===== config.mk =====
export PLATFORM = sky130hd
export DESIGN_NAME = crossbar_route_sched_flat
export DESIGN_NICKNAME = d
export VERILOG_FILES = /design/src/rtl/crossbar_pkg.sv /design/src/rtl/crossbar_route_sched_if.sv /design/src/rtl/crossbar_route_model.sv /design/src/rtl/crossbar_route_sched.sv /design/src/flat_wrapper.sv
export SDC_FILE = /design/constraint.sdc
export NUM_CORES = 1
export LEC_CHECK = 0
export BUFFER_PORTS_ARGS = -buffer_cell sky130_fd_sc_hd__buf_2
export CORE_MARGIN = 5
export CORE_UTILIZATION = 51
export CTS_BUF_LIST = sky130_fd_sc_hd__clkbuf_16
export DETAILED_ROUTE_END_ITERATION = 12
export GPL_TIMING_DRIVEN = 0
export PLACE_DENSITY = 0.74
export SETUP_SLACK_MARGIN = 0.3
export SLEW_MARGIN = 20
export SYNTH_ARGS = -nofsm -noshare
export SYNTH_HDL_FRONTEND = slang
export SYNTH_HIERARCHICAL = 1
export SYNTH_SLANG_ARGS = --single-unit

===== constraint.sdc =====
create_clock -name clk -period 2.1 [get_ports clk]
set_input_delay 0.315 -clock clk [delete_from_list [all_inputs] [get_ports clk]]
set_output_delay 0.315 -clock clk [all_outputs]
set_load 0.02 [all_outputs]

===== src/rtl/crossbar_pkg.sv =====
// rtl/crossbar_pkg.sv - shared constants, state encoding and helpers for the crossbar route scheduler
package crossbar_pkg;

    localparam int CTRL_W = 5;
    localparam int SEL_W  = 2;
    localparam int MAP_W  = 4 * SEL_W;

    localparam logic [MAP_W-1:0]  IDENTITY_MAP  = 8'hE4;
    localparam logic [CTRL_W-1:0] CTRL_IDENTITY = 5'b00000;
    localparam logic [CTRL_W-1:0] CTRL_LAST     = 5'b11111;

    typedef enum logic {
        ST_IDLE   = 1'b0,
        ST_SEARCH = 1'b1
    } state_t;

    // A request is only routable if every output selects a different input.
    function automatic logic is_perm(input logic [MAP_W-1:0] m);
        logic [SEL_W-1:0] s0, s1, s2, s3;
        s0 = m[1:0];
        s1 = m[3:2];
        s2 = m[5:4];
        s3 = m[7:6];
        return (s0 != s1) && (s0 != s2) && (s0 != s3) &&
               (s1 != s2) && (s1 != s3) && (s2 != s3);
    endfunction

endpackage


===== src/rtl/crossbar_route_sched_if.sv =====
// rtl/crossbar_route_sched_if.sv - request/control bundle between requester and route scheduler
interface crossbar_route_sched_if;
    import crossbar_pkg::*;

    logic                  req_valid;
    logic                  req_ready;
    logic [MAP_W-1:0]      req_map;
    logic [CTRL_W-1:0]     control;
    logic                  done;
    logic                  err;
    logic                  busy;

    modport master (
        output req_valid,
        output req_map,
        input  req_ready,
        input  control,
        input  done,
        input  err,
        input  busy
    );

    modport slave (
        input  req_valid,
        input  req_map,
        output req_ready,
        output control,
        output done,
        output err,
        output busy
    );

endinterface


===== src/rtl/crossbar_route_model.sv =====
// rtl/crossbar_route_model.sv - combinational tag propagation through the fixed 5-switch 4x4 network
module crossbar_route_model
    import crossbar_pkg::*;
(
    input  logic [CTRL_W-1:0] control,
    output logic [MAP_W-1:0]  map
);

    logic [SEL_W-1:0] a, b, c, d, e, f;
    logic [SEL_W-1:0] o1, o2, o3, o4;

    // Each switch passes (upper->upper) when its bit is 0 and crosses when 1.
    always_comb begin
        a  = control[0] ? 2'd1 : 2'd0;
        b  = control[0] ? 2'd0 : 2'd1;
        c  = control[1] ? 2'd3 : 2'd2;
        d  = control[1] ? 2'd2 : 2'd3;
        e  = control[2] ? c : b;
        f  = control[2] ? b : c;
        o1 = control[3] ? e : a;
        o2 = control[3] ? a : e;
        o3 = control[4] ? d : f;
        o4 = control[4] ? f : d;
        map = {o4, o3, o2, o1};
    end

endmodule


===== src/rtl/crossbar_route_sched.sv =====
// rtl/crossbar_route_sched.sv - searches switch settings one per clock and holds the first match
module crossbar_route_sched
    import crossbar_pkg::*;
#(
    parameter int FAST_REPEAT = 1
) (
    input  logic                     clk,
    input  logic                     rst,
    crossbar_route_sched_if.slave    bus
);

    state_t              state;
    state_t              state_next;
    logic [CTRL_W-1:0]   counter;
    logic [CTRL_W-1:0]   control_q;
    logic [MAP_W-1:0]    req_q;
    logic [MAP_W-1:0]    last_map;
    logic                done_q;
    logic                err_q;
    logic [MAP_W-1:0]    cand_map;
    logic                accept;
    logic                req_perm;
    logic                req_repeat;
    logic                cand_match;

    crossbar_route_model u_model (
        .control (counter),
        .map     (cand_map)
    );

    assign accept     = bus.req_valid && (state == ST_IDLE);
    assign req_perm   = is_perm(bus.req_map);
    assign req_repeat = (FAST_REPEAT != 0) && (bus.req_map == last_map);
    assign cand_match = (cand_map == req_q);

    // State register.
    always_ff @(posedge clk) begin
        if (rst) begin
            state <= ST_IDLE;
        end else begin
            state <= state_next;
        end
    end

    // Next state: only a well-formed, non-repeated request starts a search.
    always_comb begin
        state_next = state;
        case (state)
            ST_IDLE: begin
                if (accept && req_perm && !req_repeat) begin
                    state_next = ST_SEARCH;
                end
            end
            ST_SEARCH: begin
                if (cand_match || (counter == CTRL_LAST)) begin
                    state_next = ST_IDLE;
                end
            end
            default: state_next = ST_IDLE;
        endcase
    end

    // State-decoded handshake outputs.
    always_comb begin
        bus.req_ready = (state == ST_IDLE);
        bus.busy      = (state == ST_SEARCH);
    end

    // Datapath: candidate counter, held control word, last routed map and result pulses.
    always_ff @(posedge clk) begin
        if (rst) begin
            counter   <= '0;
            control_q <= CTRL_IDENTITY;
            req_q     <= IDENTITY_MAP;
            last_map  <= IDENTITY_MAP;
            done_q    <= 1'b0;
            err_q     <= 1'b0;
        end else begin
            done_q <= 1'b0;
            err_q  <= 1'b0;
            case (state)
                ST_IDLE: begin
                    if (accept) begin
                        if (!req_perm) begin
                            err_q <= 1'b1;
                        end else if (req_repeat) begin
                            done_q <= 1'b1;
                        end else begin
                            req_q   <= bus.req_map;
                            counter <= '0;
                        end
                    end
                end
                ST_SEARCH: begin
                    if (cand_match) begin
                        control_q <= counter;
                        last_map  <= req_q;
                        done_q    <= 1'b1;
                    end else if (counter == CTRL_LAST) begin
                        err_q <= 1'b1;
                    end else begin
                        counter <= counter + 1'b1;
                    end
                end
                default: ;
            endcase
        end
    end

    assign bus.control = control_q;
    assign bus.done    = done_q;
    assign bus.err     = err_q;

endmodule


===== src/flat_wrapper.sv =====
// flat-port wrapper written by rule: the top's interface ports become plain ports
module crossbar_route_sched_flat import crossbar_pkg::*;
#(
    parameter int FAST_REPEAT = 1
)
  (clk, rst, bus_req_valid, bus_req_map, bus_req_ready, bus_control, bus_done, bus_err, bus_busy);
  crossbar_route_sched_if bus_i ();
  input  logic clk;
  input  logic rst;
  input wire logic [$bits(bus_i.req_valid)-1:0] bus_req_valid;
  input wire logic [$bits(bus_i.req_map)-1:0] bus_req_map;
  output wire logic [$bits(bus_i.req_ready)-1:0] bus_req_ready;
  output wire logic [$bits(bus_i.control)-1:0] bus_control;
  output wire logic [$bits(bus_i.done)-1:0] bus_done;
  output wire logic [$bits(bus_i.err)-1:0] bus_err;
  output wire logic [$bits(bus_i.busy)-1:0] bus_busy;
  assign bus_i.req_valid = bus_req_valid;
  assign bus_i.req_map = bus_req_map;
  assign bus_req_ready = bus_i.req_ready;
  assign bus_control = bus_i.control;
  assign bus_done = bus_i.done;
  assign bus_err = bus_i.err;
  assign bus_busy = bus_i.busy;
  crossbar_route_sched #(.FAST_REPEAT(FAST_REPEAT)) u_core (.clk(clk), .rst(rst), .bus(bus_i));
endmodule

==> impl_metrics.csv <==
group,metric,value,unit
power_and_ir_drop,p_leak,0.000969,uW
setup_path,setup.worst_path.end_class,"flip-flop",
clocking,tritoncts,"yes",
drt,drt_iter0_markers,107,
floorplanning,boundaryPins,20,
min_path,min_from,"bus_req_map[1]",
drt,drt-vias-per-instance,5.46,
timing,finalHoldViolations,0,
clocking,cts_root_buffer,"clkbuf_16",
global_route,grt_pass1_vias,1404,
setup_path,startpoint_type,"flip-flop",
drt,drtPass1Iterations,4,
timing,fmax,453,MHz
synthesis,synth_top_cell_by_area,"dfxtp_1",
setup_path,r2r_slack,-0.11,ns
drt,route.detailed.wl_per_inst,16.4,um
finish,syn2layout_area_growth,34.5,%
setup_path,crit_path_start,"u_core/counter[0]",
power_and_ir_drop,p_switching,418,uW
synthesis,synth_seq_cells,29,
finish,num-nets-final,229,
floorplanning,die_w,66.9,um
timing,maxSlewHeadroom,64.6,%
synthesis,yosysMostFrequentCell,"dfxtp_1",
drt,drc,0,
clocking,clkTransAtPathRegs,0.05,ns
drt,wirelength,4280,um
timing,fin_crit_sh,105,%
power_and_ir_drop,p_clk_share,43.4,%
global_route,grtUsageTotal,19.8,%
synthesis,async_reset_ff_share,0,%
outcome,outcome,"finished with violations",
min_path,min_path_type,"in -> reg",
clocking,clkLatencyLatePin,0.27,ns
place,port_buffers,10,
timing,tns,-0.436,ns
finish,regArea,592,um^2
place,dp_slack,-0.351,ns
finish,multi_input_comb_area,1060,um^2
setup_path,crit_path_end,"u_core/counter[3]",
timing,min_period,2.21,ns
finish,drive_gt1_share,30.0,%
floorplanning,die_h,66.9,um
power_and_ir_drop,switching_share,26.6,%
finish,diodes,0,
setup_path,reg2reg_from,"u_core/counter[0]",
setup_path,critPathKind,"reg -> reg",
floorplanning,dieArea,4470,um^2
floorplanning,fp-row-count,20,
timing,rsz0062_at_grt,"yes",
synthesis,yosysSeqAreaShare,35.2,%
power_and_ir_drop,internal-power,1160,uW
global_route,antenna_found_initial,0,
synthesis,synth_edf_count,0,
clocking,clkSinkCount,29,
timing,setup_viol,17,
synthesis,syn-cell-area,1650,um^2
drt,num_vias,1424,
timing,timing.hold.ws,0.324,ns
power_and_ir_drop,vdd_drop_max,0.746,mV
global_route,grt_pass1_wl,6520,um
clocking,numCtsBuffers,5,
global_route,grt_max_degree,11,
synthesis,synth_nets,195,
timing,fin_ws,-0.109,ns
setup_path,r2r-end,"u_core/counter[3]",
synthesis,synthFlopType,"dfxtp_1",
power_and_ir_drop,power_density,709,nW/um^2
timing,finalMaxSlewViolations,0,
setup_path,worstRegToRegCells,9,
synthesis,synth.area.top_cells,"dfxtp_1 (35%), mux2i_1 (12%), xor2_1 (11%), nor2_1 (5.5%), nand2b_1 (4.5%)",
setup_path,critPathArrivalTime,2.38,ns
floorplanning,start_util,53.6,%
setup_path,crit_fanout,6,
clocking,htreeDepth,2,
outcome,violations,"setup timing",
synthesis,synth_warnings,6,
power_and_ir_drop,combinationalPowerShare,19.3,%
synthesis,ys_types,34,
clocking,clock_path_buffers,2,
place,gp_routability_congestion,0.768,
place,post-dp-hpwl,2710,um
synthesis,synth_common_cells,"dfxtp_1 (29), nor2_1 (24), xor2_1 (20)",
timing,worstMarginPinSlew,0.531,ns
synthesis,syn_area_per_cell,9.07,um^2
run,maxCapViolCount,0,
setup_path,worstPathRequired,2.27,ns
synthesis,synthCells,182,
global_route,grt_overflow,0,
drt,antenna_left,0,
floorplanning,core-area,3080,um^2
power_and_ir_drop,seq_power_share,37.3,%
timing,skew,0.00447,ns
finish,fillers,224,
synthesis,synth.top_cell.area_share,35.2,%
==> cells in the final DEF, fill, tap and decap left out, types with 3 or more instances in the layout <==
cell | Yosys | routed
nor2_1 | 24 | 24
dfxtp_1 | 29 | 24
xor2_1 | 20 | 19
mux2i_1 | 19 | 17
buf_4 | 8 | 14
nand2b_1 | 12 | 12
buf_2 | 1 | 10
buf_6 | 1 | 10
xnor2_1 | 8 | 8
clkbuf_16 | 0 | 5
inv_1 | 6 | 5
a211o_1 | 5 | 5
nand2_1 | 5 | 5
o21ai_1 | 5 | 5
clkbuf_1 | 4 | 4
nor4_4 | 1 | 3
o22ai_1 | 3 | 3
nand3b_1 | 3 | 3
dfxtp_2 | 0 | 3
==> critical path, stage by stage, from the launching register on <==
cell and delay (ns):
dfxtp_4 0.38, clkinvlp_4 0.15, buf_4 0.17, mux2i_4 0.17, xor2_2 0.24, nor4_4 0.08
buf_4 0.16, a211oi_4 0.34, a41oi_1 0.19, a311oi_1 0.24
==> worst min-delay path by stage <==
stage                            endpoint  slack [ns]  cells past startpoint
finish                    u_core/req_q[1]        0.32                      3
global route              u_core/req_q[1]        0.33                      3
global placement    u_core/bus.control[2]        0.47                      2
detailed placement     u_core/last_map[5]        0.48                      1
floorplan              u_core/last_map[2]        0.46                      1
CTS                       u_core/req_q[0]        0.32                      3
==> cells by family (layout without fill, tap and decap cells) <==
logic type	count (synthesis)	count (layout)	synth area share [%]
and+or+nand+nor	58	58	19.0
DFF	29	29	35.2
xor gates and xnor gates	28	28	14.9
AOI/OAI and AO/OA	25	25	10.8
buffers and inverters	21	56	7.13
muxes	19	19	11.5
adders and majority gates	2	2	1.52
==> power groups by stage <==
stage / sequential, uW / clock (uW) / combinational (uW)
finish: 587 / 683 / 303
detailed placement: 598 / 0 / 206
global placement: 598 / 0 / 199
floorplan: 599 / 0 / 165
global route: 590 / 725 / 323
CTS: 587 / 688 / 267
==> per-stage QoR <==
| step | util [%] | area [um^2] | total power [uW] | cells |
|---|---|---|---|---|
| after floorplan | - | 1720 | 764 | 182 |
| after global placement | 59.2 | 1820 | 797 | 236 |
| after detailed placement | 59.2 | 1820 | 805 | 236 |
| after CTS | 68.5 | 2110 | 1540 | 253 |
| after global routing | 72.1 | 2220 | 1640 | 261 |
| final | 72.1 | 2220 | 1570 | 261 |
==> cell type report <==
| cell class | instances | area share (%) |
|---|---|---|
| Buffer | 14 | 6.31 |
| Clock buffer | 5 | 5.64 |
| Clock inverter | 3 | 0.789 |
| Inverter | 7 | 1.35 |
| Multi-Input combinational cell | 132 | 47.9 |
| Sequential cell | 29 | 26.7 |
| Tap cell | 44 | 2.48 |
| Timing Repair Buffer | 27 | 8.91 |
==> layer usage <==
| layer | GRT usage [%] | vias up | part of all wire, % |
|---|---|---|---|
| met5 | 0 | - | 0 |
| met4 | 11.6 | 0 | 4.6 |
| met3 | 6.24 | 18 | 4.6 |
| met2 | 34.0 | 49 | 49 |
| met1 | 21.0 | 678 | 41 |
| li1 | - | 679 | - |
==> registers in the layout, summed over array words and instances, names as in the netlist <==
register and cells:
u_core/bus.busy 1, u_core/bus.control 5, u_core/bus.done 1, u_core/bus.err 1, u_core/counter 5, u_core/last_map 8
u_core/req_q 8
==> repair_timing <==
action,in CTS,in global routing
gates resized for setup,13,10
hold buffers,0,0
pin swaps,11,7
setup endpoints to repair,29,21
buffers inserted,9,8
(Power assumes the default switching activity.)
